$ cat config.mk
export PLATFORM = sky130hd
export DESIGN_NAME = branch_ctrl_flat
export DESIGN_NICKNAME = d
export VERILOG_FILES = /design/src/rtl/branch_ctrl_pkg.sv /design/src/rtl/branch_ctrl_if.sv /design/src/rtl/branch_ctrl_cmp.sv /design/src/rtl/branch_ctrl.sv /design/src/flat_wrapper.sv
export SDC_FILE = /design/constraint.sdc
export NUM_CORES = 1
export LEC_CHECK = 0
export ABC_AREA = 1
export CAP_MARGIN = 10
export CORE_ASPECT_RATIO = 1.5
export CORE_MARGIN = 2
export CORE_UTILIZATION = 25
export DETAILED_ROUTE_END_ITERATION = 8
export GPL_TIMING_DRIVEN = 0
export PLACE_DENSITY_LB_ADDON = 0.2
export SKIP_LAST_GASP = 1
export SYNTH_ARGS = -nofsm -noshare
export SYNTH_HDL_FRONTEND = slang
export SYNTH_HIERARCHICAL = 1
export SYNTH_SLANG_ARGS = --single-unit
$ cat constraint.sdc
create_clock -name clk -period 3.4 [get_ports clk]
set_input_delay 0.34 -clock clk [delete_from_list [all_inputs] [get_ports clk]]
set_output_delay 0.34 -clock clk [all_outputs]
set_load 0.05 [all_outputs]
$ cat src/rtl/branch_ctrl_pkg.sv
`default_nettype none
// ----------------------------------------------------------------------------
// Module   : branch_ctrl_pkg
// Brief    : Shared types, opcodes and state encoding for branch resolution.
// Revision : 1.0
// ----------------------------------------------------------------------------
package branch_ctrl_pkg;

  typedef logic [3:0]  oper_t;
  typedef logic [31:0] word_t;

  localparam oper_t OP_NOP  = 4'd0;
  localparam oper_t OP_BEQ  = 4'd1;
  localparam oper_t OP_BNE  = 4'd2;
  localparam oper_t OP_BLT  = 4'd3;
  localparam oper_t OP_BGE  = 4'd4;
  localparam oper_t OP_BLTU = 4'd5;
  localparam oper_t OP_BGEU = 4'd6;

  localparam int BR_STATE_W = 2;

  typedef enum logic [BR_STATE_W-1:0] {
    ST_IDLE      = 2'd0,
    ST_WAIT_OPND = 2'd1,
    ST_RESOLVE   = 2'd2,
    ST_REDIRECT  = 2'd3
  } br_state_e;

endpackage
`default_nettype wire

$ cat src/rtl/branch_ctrl_if.sv
`default_nettype none
// ----------------------------------------------------------------------------
// Module   : branch_ctrl_if
// Brief    : Dispatch, operand, fetch-redirect and status bundle of branch_ctrl.
// Revision : 1.0
// ----------------------------------------------------------------------------
interface branch_ctrl_if #(
  parameter int CNT_W = 32
);
  import branch_ctrl_pkg::*;

  logic             br_valid;
  logic             br_ready;
  oper_t            br_op;
  word_t            br_pc;
  word_t            br_imm;
  word_t            opx;
  word_t            opy;
  logic             opx_ready;
  logic             opy_ready;
  logic             stall_req;
  logic             redirect_valid;
  word_t            redirect_pc;
  logic             fetch_ready;
  logic             flush;
  logic             exc_misalign;
  logic             exc_illegal;
  logic [CNT_W-1:0] cnt_resolved;
  logic [CNT_W-1:0] cnt_taken;

  // master: dispatch/forwarding/fetch side; slave: the controller
  modport master (
    output br_valid, br_op, br_pc, br_imm, opx, opy, opx_ready, opy_ready,
           fetch_ready,
    input  br_ready, stall_req, redirect_valid, redirect_pc, flush,
           exc_misalign, exc_illegal, cnt_resolved, cnt_taken
  );

  modport slave (
    input  br_valid, br_op, br_pc, br_imm, opx, opy, opx_ready, opy_ready,
           fetch_ready,
    output br_ready, stall_req, redirect_valid, redirect_pc, flush,
           exc_misalign, exc_illegal, cnt_resolved, cnt_taken
  );

endinterface
`default_nettype wire

$ cat src/rtl/branch_ctrl_cmp.sv
`default_nettype none
// ----------------------------------------------------------------------------
// Module   : branch_cmp
// Brief    : Combinational branch condition evaluation and opcode legality.
// Revision : 1.0
// ----------------------------------------------------------------------------
module branch_cmp
  import branch_ctrl_pkg::*;
(
  input  oper_t op_i,
  input  word_t x_i,
  input  word_t y_i,
  output logic  taken_o,
  output logic  illegal_o
);

  always_comb begin
    taken_o   = 1'b0;
    illegal_o = 1'b0;
    case (op_i)
      OP_BEQ:  taken_o = (x_i == y_i);
      OP_BNE:  taken_o = (x_i != y_i);
      OP_BLT:  taken_o = ($signed(x_i) <  $signed(y_i));
      OP_BGE:  taken_o = ($signed(x_i) >= $signed(y_i));
      OP_BLTU: taken_o = (x_i <  y_i);
      OP_BGEU: taken_o = (x_i >= y_i);
      default: illegal_o = 1'b1;
    endcase
  end

endmodule
`default_nettype wire

$ cat src/rtl/branch_ctrl.sv
`default_nettype none
// ----------------------------------------------------------------------------
// Module   : branch_ctrl
// Brief    : Conditional-branch sequencer: operand capture, resolve, redirect.
// Revision : 1.0
// ----------------------------------------------------------------------------
module branch_ctrl
  import branch_ctrl_pkg::*;
#(
  parameter int CNT_W      = 32,
  parameter int INST_ALIGN = 2
) (
  input  wire logic    clk,
  input  wire logic    rst,
  branch_ctrl_if.slave bus
);

  localparam word_t ALIGN_MASK = (word_t'(1) << INST_ALIGN) - word_t'(1);

  br_state_e        state_q, state_d;
  oper_t            op_q, op_d;
  word_t            pc_q, pc_d;
  word_t            imm_q, imm_d;
  word_t            x_q, x_d;
  word_t            y_q, y_d;
  logic             xv_q, xv_d;
  logic             yv_q, yv_d;
  word_t            rpc_q, rpc_d;
  logic             flush_q, flush_d;
  logic             mis_q, mis_d;
  logic             ill_q, ill_d;
  logic [CNT_W-1:0] res_q, res_d;
  logic [CNT_W-1:0] tkn_q, tkn_d;

  logic  cmp_taken;
  logic  cmp_illegal;
  word_t target;

  function automatic logic [CNT_W-1:0] sat_inc(input logic [CNT_W-1:0] v);
    return (&v) ? v : v + CNT_W'(1);
  endfunction

  branch_cmp u_cmp (
    .op_i      (op_q),
    .x_i       (x_q),
    .y_i       (y_q),
    .taken_o   (cmp_taken),
    .illegal_o (cmp_illegal)
  );

  assign target = pc_q + imm_q;

  always_comb begin
    state_d = state_q;
    op_d    = op_q;
    pc_d    = pc_q;
    imm_d   = imm_q;
    x_d     = x_q;
    y_d     = y_q;
    xv_d    = xv_q;
    yv_d    = yv_q;
    rpc_d   = rpc_q;
    flush_d = 1'b0;
    mis_d   = 1'b0;
    ill_d   = 1'b0;
    res_d   = res_q;
    tkn_d   = tkn_q;
    case (state_q)
      ST_IDLE: begin
        if (bus.br_valid) begin
          op_d  = bus.br_op;
          pc_d  = bus.br_pc;
          imm_d = bus.br_imm;
          xv_d  = bus.opx_ready;
          yv_d  = bus.opy_ready;
          if (bus.opx_ready) x_d = bus.opx;
          if (bus.opy_ready) y_d = bus.opy;
          state_d = (xv_d && yv_d) ? ST_RESOLVE : ST_WAIT_OPND;
        end
      end
      ST_WAIT_OPND: begin
        // A captured operand is frozen; later forwarding traffic is ignored.
        if (!xv_q && bus.opx_ready) begin
          x_d  = bus.opx;
          xv_d = 1'b1;
        end
        if (!yv_q && bus.opy_ready) begin
          y_d  = bus.opy;
          yv_d = 1'b1;
        end
        if (xv_d && yv_d) state_d = ST_RESOLVE;
      end
      ST_RESOLVE: begin
        state_d = ST_IDLE;
        if (cmp_illegal) begin
          ill_d = 1'b1;
        end else begin
          res_d = sat_inc(res_q);
          if (cmp_taken) begin
            tkn_d = sat_inc(tkn_q);
            if ((target & ALIGN_MASK) != '0) begin
              mis_d = 1'b1;
            end else begin
              rpc_d   = target;
              flush_d = 1'b1;
              state_d = ST_REDIRECT;
            end
          end
        end
      end
      ST_REDIRECT: begin
        if (bus.fetch_ready) state_d = ST_IDLE;
      end
      default: state_d = ST_IDLE;
    endcase
  end

  always_ff @(posedge clk) begin
    if (rst) begin
      state_q <= ST_IDLE;
      op_q    <= OP_NOP;
      pc_q    <= '0;
      imm_q   <= '0;
      x_q     <= '0;
      y_q     <= '0;
      xv_q    <= 1'b0;
      yv_q    <= 1'b0;
      rpc_q   <= '0;
      flush_q <= 1'b0;
      mis_q   <= 1'b0;
      ill_q   <= 1'b0;
      res_q   <= '0;
      tkn_q   <= '0;
    end else begin
      state_q <= state_d;
      op_q    <= op_d;
      pc_q    <= pc_d;
      imm_q   <= imm_d;
      x_q     <= x_d;
      y_q     <= y_d;
      xv_q    <= xv_d;
      yv_q    <= yv_d;
      rpc_q   <= rpc_d;
      flush_q <= flush_d;
      mis_q   <= mis_d;
      ill_q   <= ill_d;
      res_q   <= res_d;
      tkn_q   <= tkn_d;
    end
  end

  assign bus.br_ready       = (state_q == ST_IDLE);
  assign bus.stall_req      = (state_q != ST_IDLE);
  assign bus.redirect_valid = (state_q == ST_REDIRECT);
  assign bus.redirect_pc    = rpc_q;
  assign bus.flush          = flush_q;
  assign bus.exc_misalign   = mis_q;
  assign bus.exc_illegal    = ill_q;
  assign bus.cnt_resolved   = res_q;
  assign bus.cnt_taken      = tkn_q;

endmodule
`default_nettype wire

$ cat src/flat_wrapper.sv
// flat-port wrapper written by rule: the top's interface ports become plain ports
module branch_ctrl_flat import branch_ctrl_pkg::*;
#(
  parameter int CNT_W      = 32,
  parameter int INST_ALIGN = 2
)
  (clk, rst, bus_br_valid, bus_br_op, bus_br_pc, bus_br_imm, bus_opx, bus_opy, bus_opx_ready, bus_opy_ready, bus_fetch_ready, bus_br_ready, bus_stall_req, bus_redirect_valid, bus_redirect_pc, bus_flush, bus_exc_misalign, bus_exc_illegal, bus_cnt_resolved, bus_cnt_taken);
  branch_ctrl_if #(.CNT_W(CNT_W)) bus_i ();
  input  wire logic clk;
  input  wire logic rst;
  input wire logic [$bits(bus_i.br_valid)-1:0] bus_br_valid;
  input wire logic [$bits(bus_i.br_op)-1:0] bus_br_op;
  input wire logic [$bits(bus_i.br_pc)-1:0] bus_br_pc;
  input wire logic [$bits(bus_i.br_imm)-1:0] bus_br_imm;
  input wire logic [$bits(bus_i.opx)-1:0] bus_opx;
  input wire logic [$bits(bus_i.opy)-1:0] bus_opy;
  input wire logic [$bits(bus_i.opx_ready)-1:0] bus_opx_ready;
  input wire logic [$bits(bus_i.opy_ready)-1:0] bus_opy_ready;
  input wire logic [$bits(bus_i.fetch_ready)-1:0] bus_fetch_ready;
  output wire logic [$bits(bus_i.br_ready)-1:0] bus_br_ready;
  output wire logic [$bits(bus_i.stall_req)-1:0] bus_stall_req;
  output wire logic [$bits(bus_i.redirect_valid)-1:0] bus_redirect_valid;
  output wire logic [$bits(bus_i.redirect_pc)-1:0] bus_redirect_pc;
  output wire logic [$bits(bus_i.flush)-1:0] bus_flush;
  output wire logic [$bits(bus_i.exc_misalign)-1:0] bus_exc_misalign;
  output wire logic [$bits(bus_i.exc_illegal)-1:0] bus_exc_illegal;
  output wire logic [$bits(bus_i.cnt_resolved)-1:0] bus_cnt_resolved;
  output wire logic [$bits(bus_i.cnt_taken)-1:0] bus_cnt_taken;
  assign bus_i.br_valid = bus_br_valid;
  assign bus_i.br_op = bus_br_op;
  assign bus_i.br_pc = bus_br_pc;
  assign bus_i.br_imm = bus_br_imm;
  assign bus_i.opx = bus_opx;
  assign bus_i.opy = bus_opy;
  assign bus_i.opx_ready = bus_opx_ready;
  assign bus_i.opy_ready = bus_opy_ready;
  assign bus_i.fetch_ready = bus_fetch_ready;
  assign bus_br_ready = bus_i.br_ready;
  assign bus_stall_req = bus_i.stall_req;
  assign bus_redirect_valid = bus_i.redirect_valid;
  assign bus_redirect_pc = bus_i.redirect_pc;
  assign bus_flush = bus_i.flush;
  assign bus_exc_misalign = bus_i.exc_misalign;
  assign bus_exc_illegal = bus_i.exc_illegal;
  assign bus_cnt_resolved = bus_i.cnt_resolved;
  assign bus_cnt_taken = bus_i.cnt_taken;
  branch_ctrl #(.CNT_W(CNT_W), .INST_ALIGN(INST_ALIGN)) u_core (.clk(clk), .rst(rst), .bus(bus_i));
endmodule
==> results of run 1 <==
## routing by layer
metal  vias up  global-route usage [%]
met3        76                    1.80
met2       285                    33.4
met1      6066                    19.3
li1       6977                       -
met4         0                    7.15
met5         -                       0
## worst min-delay path, cell delays in order
cell             delay (ns)
clkdlybuf4s50_1        0.40
nor2_1                 0.10
nor2_1                 0.05
## how the worst max path moves through the flow
stage | from | endpoint | cells past startpoint
detailed placement | u_core/y_q[14] | u_core/bus.redirect_pc[25] | 22
global placement | u_core/y_q[7] | u_core/bus.redirect_pc[31] | 22
CTS | u_core/y_q[7] | u_core/bus.redirect_pc[25] | 22
global route | u_core/y_q[15] | u_core/bus.redirect_pc[19] | 22
floorplan | u_core/y_q[31] | u_core/bus.redirect_pc[18] | 18
finish | u_core/y_q[15] | u_core/bus.redirect_pc[31] | 19
## cell usage after synthesis (all sizes together), types with 3 or more instances
library cell  count  share of area [%]
clkbuf           46                1.3
o21ai           160                6.1
inv             242                6.9
nor2            468                 14
a21oi            98                3.8
or2               3               0.14
nand3b            5               0.31
ha               65                6.1
xnor2            24                1.6
nand3            64                2.5
dfxtp           235                 36
nand2           520                 15
nand4            13               0.66
buf              24                1.1
nor3             31                1.4
xor2             45                3.0
## cells by family after synthesis
logic type      synth area share (%)
buf+inv                         9.32
xor+xnor                        4.57
flops                           35.6
simple gates                    33.7
compound gates                  10.5
fa+ha+maj                       6.30
## power by group
group / total, W / switching (W) / internal [W]
sequential: 0.00336 / 0.000228 / 0.00314
clock: 0.00343 / 0.00125 / 0.00217
combinational: 0.00283 / 0.00183 / 0.00100
## stage by stage
step,TNS [ns],util [%]
finish,0,33.5
global route,0,33.5
CTS,0,33.4
detailed placement,0,31.4
global placement,-0.0323,31.4
floorplan,0,-
## flip-flops by register name (all words and copies together) (netlist names)
register                 cells
u_core/pc_q                 32
u_core/y_q                  32
u_core/state_q               2
u_core/xv_q                  1
u_core/imm_q                32
u_core/bus.cnt_taken        32
u_core/bus.exc_illegal       1
u_core/bus.cnt_resolved     32
u_core/bus.exc_misalign      1
u_core/x_q                  32
u_core/bus.redirect_pc      32
u_core/op_q                  4
u_core/yv_q                  1
u_core/bus.flush             1
## placed cells by master (no fill, tap or decap), drive strengths merged, types with 45 or more instances in the layout
cell type	n
ha	65
inv	242
nor2	468
nand3	64
nand2	520
clkbuf	88
dfxtp	235
a21oi	98
o21ai	160
clkdlybuf4s50	238
xor2	45
## area by class of cell
class / instances / area (um^2)
antenna: 5 / 12.5
buffer: 70 / 332
clock buffer: 39 / 843
clock inverter: 12 / 216
fill: 5768 / 34900
inverter: 242 / 908
multi-input combinational: 1514 / 7300
sequential: 235 / 4700
tap: 682 / 853
timing repair buffer: 238 / 2380
## timing repair
action / in CTS / in global routing
resized for setup: 0 / 5
setup buffers: 0 / 0
endpoints found under the setup margin: 0 / 31
==> summary.txt, run 1 <==
Floorplanning
  • Total die area: 54800 um^2
  • Starting Density: 25.2%
  • # rows: 103
  • Top Ports: 240
  • Die W: 192 um
  • Total core area: 52500 um^2
  • Die height: 286 um

Run status
  • Status: finished, final reports clean

Synthesis
  • Sequential fraction of the synthesis area: 35.6%
  • Syn Inst Count: 2061
  • EDFF count, synth: 0
  • Synth cell types: 46
  • Ys async rst share: 0%
  • Most used DFF post-synth: dfxtp_1
  • Syn Area/Cell: 6.42 um^2
  • Syn_nets: 2265
  • Warnings, synthesis: 6
  • Synthesized cell area: 13200 um^2
  • Flops & latches, synth: 235

Critical path
  • Critical-path cell list: inv_1 -> ha_1 -> a21oi_1 -> o21ai_0 -> a21oi_1 -> nand2_1 -> nand2_1 -> nand3_1 -> nand3_1 -> nand2_1 -> nand3_1 -> nand2_1 -> nor2_4 -> nand2_4 -> inv_2 -> clkbuf_4 -> nand3_1 -> nand2_1 -> inv_1
  • R2r endpoint: u_core/bus.redirect_pc[31]
  • WP buf/inv: 4
  • Crit-path max FO: 10
  • Worst setup EP type: register
  • CP delay by family, top: simple AND/OR/NAND/NOR gates
  • Startpoint types: register
  • Critical Path AT: 3.59 ns
  • FF-to-FF Start: u_core/y_q[15]
  • Cell mode on critical path: nand2_1
  • Worst Path Required: 3.86 ns
  • Worst reg-to-reg path cell count: 19
  • Crit path kind: register to register
  • R2R setup slack: 0.27 ns
  • Max incr delay on CP: 0.33 ns
  • Crit-path slowest cell: dfxtp_1

STA
  • Slew headroom: 38.7%
  • Worst Tran Pin Value: 0.919 ns
  • RSZ-0062 raised after global routing: false
  • Final worst setup slack: 0.273 ns
  • Fmax: 320 MHz
  • Final number of hold-violating endpoints: 0
  • Hold Slack: 0.358 ns
  • Final Skew: 0.0285 ns
  • Setup violators final: 0
  • Final period utilization: 92.0%
  • Slew Viols, Final: 0
  • Min cycle time layout: 3.13 ns

Clocking
  • Clk_lat worst skew: 0.57 ns
  • Clock Path Buffers: 3
  • Root Buffer: clkbuf_16
  • Reg clk slew, reported paths: 0.07 ns
  • CTS tree: done
  • CTS H-Tree Depth: 1
  • Post-CTS Hold Buffers: 0
  • CTS sink cnt: 235
  • Total CTS buffers: 28

Global route
  • Number of global-route vias before repair: 13600
  • Pin count of the biggest net entering global routing: 14
  • Initial antenna violation count: 5
  • All-Layer GR Usage: 17.5%
  • Overflow after GRT: 0
  • First-pass GRT wire length: 74.3 mm

Worst hold path
  • Min-delay worst type: input pin to register
  • Hold endpoint: u_core/pc_q[30]
  • Worst hold path depth: 3
  • Hold_sp: bus_br_pc[30]

Cells and area
  • Finished Layout Cells: 3037
  • Final #Nets: 2533
  • Share of cells above drive strength 1: 4.60%
  • Layout area overhead: 32.7%
  • Final instance area: 17600 um^2

Detailed routing
  • Routed met3 length: 2.11 mm
  • Routed via count: 13400
  • DRC: 0
  • DR iter-0 viols: 577
  • Detail Route Antenna Nets: 0
  • Vias per Instance: 4.41
  • Post-Route WL: 47.9 mm
  • Highest routed layer: met4
  • WL met1: 18.9 mm
  • Met2 WL: 25.2 mm
  • Pre-antenna DRT Iters: 5
  • Post-DR wirelength/cell: 15.8 um

Pwr
  • Static leakage: 7.74 nW
  • Peak supply drop: 320 uV
  • Pwr dens: 548 nW/um^2
  • Final Total Pwr: 0.00962 W

Placed design
  • Placed Area: 16500 um^2
  • DP Wirelength: 38.8 mm
  • Placed insts: 2981
  • RD Place Congestion: 0.914
  • Input/output buffers: 238
  • Dpl ws: 0.0105 ns

Flow run
  • MaxCap Viol Count: 0
Note: power is estimated with default switching activity, not from simulation.
==> run 2: changes to the inputs <==
--- a/config.mk
+++ b/config.mk
@@ -8,10 +8,10 @@
 export ABC_AREA = 1
 export CAP_MARGIN = 10
 export CORE_ASPECT_RATIO = 1.5
-export CORE_MARGIN = 2
 export CORE_UTILIZATION = 25
 export DETAILED_ROUTE_END_ITERATION = 8
 export GPL_TIMING_DRIVEN = 0
+export MAX_ROUTING_LAYER = met4
 export PLACE_DENSITY_LB_ADDON = 0.2
 export SKIP_LAST_GASP = 1
 export SYNTH_ARGS = -nofsm -noshare
==> summary.txt, run 2 (synthesis gave the netlist of run 1 again) <==
Clocking
  • Reg clk slew, reported paths: 0.06 ns (about the same)
  • CTS sink cnt: 235 (unchanged)
  • Root Buffer: clkbuf_16
  • Clock Path Buffers: 3 (unchanged)
  • Clk_lat worst skew: 0.56 ns (about the same)
  • CTS tree: done
  • Total CTS buffers: 27 (-3.6%)
  • Post-CTS Hold Buffers: 0 (unchanged)
  • CTS H-Tree Depth: 1 (unchanged)

Critical path
  • Worst setup EP type: register
  • R2R setup slack: 0.27 ns (about the same)
  • Crit path kind: register to register
  • Worst Path Required: 3.86 ns (about the same)
  • Crit path from: u_core/y_q[7]
  • R2r endpoint: u_core/bus.redirect_pc[24]
  • FF-to-FF Start: u_core/y_q[7]
  • Critical Path AT: 3.59 ns (about the same)
  • Startpoint types: register
  • Worst reg-to-reg path cell count: 22 (+3)
  • Crit-path max FO: 10 (unchanged)

STA
  • Final period utilization: 92.0% (about the same)
  • Setup TNS: 0 ns (unchanged)
  • Hold Slack: 0.366 ns (+0.00842 ns)
  • Min cycle time layout: 3.13 ns (+0.000113 ns)
  • Worst Tran Pin Value: 0.908 ns (-0.0110 ns)
  • Slew Viols, Final: 0 (unchanged)
  • Fmax: 320 MHz (about the same)
  • Final worst setup slack: 0.273 ns (-0.000113 ns)
  • Final Skew: 0.0170 ns (-0.0115 ns)
  • Setup violators final: 0 (unchanged)
  • RSZ-0062 raised after global routing: false
  • Final number of hold-violating endpoints: 0 (unchanged)
  • Slew headroom: 39.5% (+0.73 points)

Run status
  • Status: finished, final reports clean

Worst hold path
  • Hold_sp: bus_opy[26]
  • Worst hold path depth: 3 (unchanged)
  • Min-delay worst type: input pin to register
  • Hold endpoint: u_core/y_q[26]

Detailed routing
  • Vias per Instance: 4.37 (-0.88%)
  • DR iter-0 viols: 640 (+11%)
  • DRC: 0 (unchanged)
  • Pre-antenna DRT Iters: 5 (unchanged)
  • Routed via count: 13300 (-1.1%)
  • Detail Route Antenna Nets: 0 (unchanged)
  • Post-DR wirelength/cell: 15.7 um (-0.76%)
  • Post-Route WL: 47.5 mm (-0.99%)

Placed design
  • DP Wirelength: 38.2 mm (-1.4%)
  • Dpl ws: 0.00530 ns (-0.00523 ns)
  • RD Place Congestion: 0.905 (-1.0%)
  • Input/output buffers: 238 (unchanged)

Cells and area
  • Layout area overhead: 31.8%
  • Final #Nets: 2534 (+0.039%)
  • Leading cell type in the layout, fill and taps excluded: nand2_1
  • Area of the multi-input gates: 7300 um^2 (unchanged)
  • FF/Latch Area: 4700 um^2 (unchanged)
  • Share of cells above drive strength 1: 4.55% (-0.044 points)
  • Fin util: 33.6% (+0.11 points)
  • Filler cells: 5662 (-1.8%)
  • Most frequent cells in the layout: nand2_1, nor2_1, clkdlybuf4s50_1, dfxtp_1, inv_1

Floorplanning
  • Starting Density: 25.5% (+0.25 points)
  • Total die area: 53900 um^2 (-1.7%)
  • # rows: 102 (-0.97%)
  • Die height: 284 um (-0.70%)
  • Die W: 190 um (-1.0%)
  • Total core area: 51900 um^2 (-0.97%)
  • Top Ports: 240 (unchanged)

Global route
  • Initial antenna violation count: 3 (-2)
  • First-pass GRT wire length: 73.6 mm (-0.88%)
  • Pin count of the biggest net entering global routing: 14 (unchanged)
  • Overflow after GRT: 0 (unchanged)
  • All-Layer GR Usage: 18.1% (+0.67 points)
  • Number of global-route vias before repair: 13400 (-1.4%)

Pwr
  • Static leakage: 7.71 nW (-0.44%)
  • Peak supply drop: 327 uV (+2.1%)
  • Pwr dens: 535 nW/um^2 (-2.5%)

Flow run
  • MaxCap Viol Count: 0 (unchanged)
run 2: cell types whose count changed in the layout (fill, tap and decap cells not counted), sizes merged:
cell      previous run  this run
buf                 21        25
bufinv               6         4
clkbuf              88        86
clkinv               5         6
clkinvlp             1         0
diode                5         3
inv                242       243
run 2: power by group:
part	switching (W)	leakage, nW	internal (W)
Sequential	0.000226	1.92	0.00314
Clock	0.00123	0.474	0.00191
Combinational	0.00181	5.31	0.00101
Total	0.00327	7.71	0.00605
run 2: final cells by class:
| cell class | instances | share of cell area [%] |
|---|---|---|
| clock inverters | 11 | 0.911 |
| well taps | 676 | 4.85 |
| repair buffers | 240 | 13.7 |
| multi-input cells | 1514 | 41.8 |
| flip-flops and latches | 235 | 27.0 |
| plain buffers | 70 | 1.88 |
| inverters | 242 | 5.21 |
| clock buffers | 39 | 4.53 |
| diodes | 3 | 0.0430 |
run 2: worst max-delay path, cell delays in order (launching register included):
cell and delay, ns:
dfxtp_1 0.33, inv_1 0.05, ha_1 0.28, nand2_1 0.09, nor2_2 0.17, o21ai_0 0.10
nand3_1 0.09, nand2_1 0.05, nand2_1 0.09, nand2_1 0.12, nand2_1 0.08, nand2_1 0.06
nand3_1 0.07, nand2_1 0.05, nand3_1 0.12, nand2_1 0.12, nor2_4 0.23, nand2_4 0.14
inv_2 0.17, buf_2 0.30, nand3_1 0.18, nand2_1 0.09, inv_1 0.04
run 2: how the worst max path moves through the flow:
stage / end / slack (ns)
global route: u_core/bus.redirect_pc[27] / 0.007
global placement: u_core/bus.redirect_pc[23] / 0.02
CTS: u_core/bus.redirect_pc[31] / 0.12
detailed placement: u_core/bus.redirect_pc[31] / 0.005
floorplan: u_core/bus.redirect_pc[18] / 1.04
finish: u_core/bus.redirect_pc[24] / 0.27
run 2: timing repair:
item / 4_1_cts / 5_1_grt
resized for setup: 1 / 4
setup buffers: 0 / 2
setup endpoints to repair: 4 / 26
pin swaps: 0 / 1
run 2: per-stage QoR:
step	total power (W)	instances	area (um^2)
after floorplan	0.00530	2061	13200
after detailed placement	0.00625	2975	16500
final	0.00932	3030	17400
after CTS	0.00950	3025	17400
after global routing	0.0100	3030	17400
after global placement	0.00623	2975	16500
run 2: metal layers:
layer	GRT usage, %	up-vias	share of wire [%]
met1	19.4	5883	41
met4	8.67	0	4.5
met5	-	-	0
met3	2.00	98	3.6
li1	-	6971	-
met2	32.9	303	51
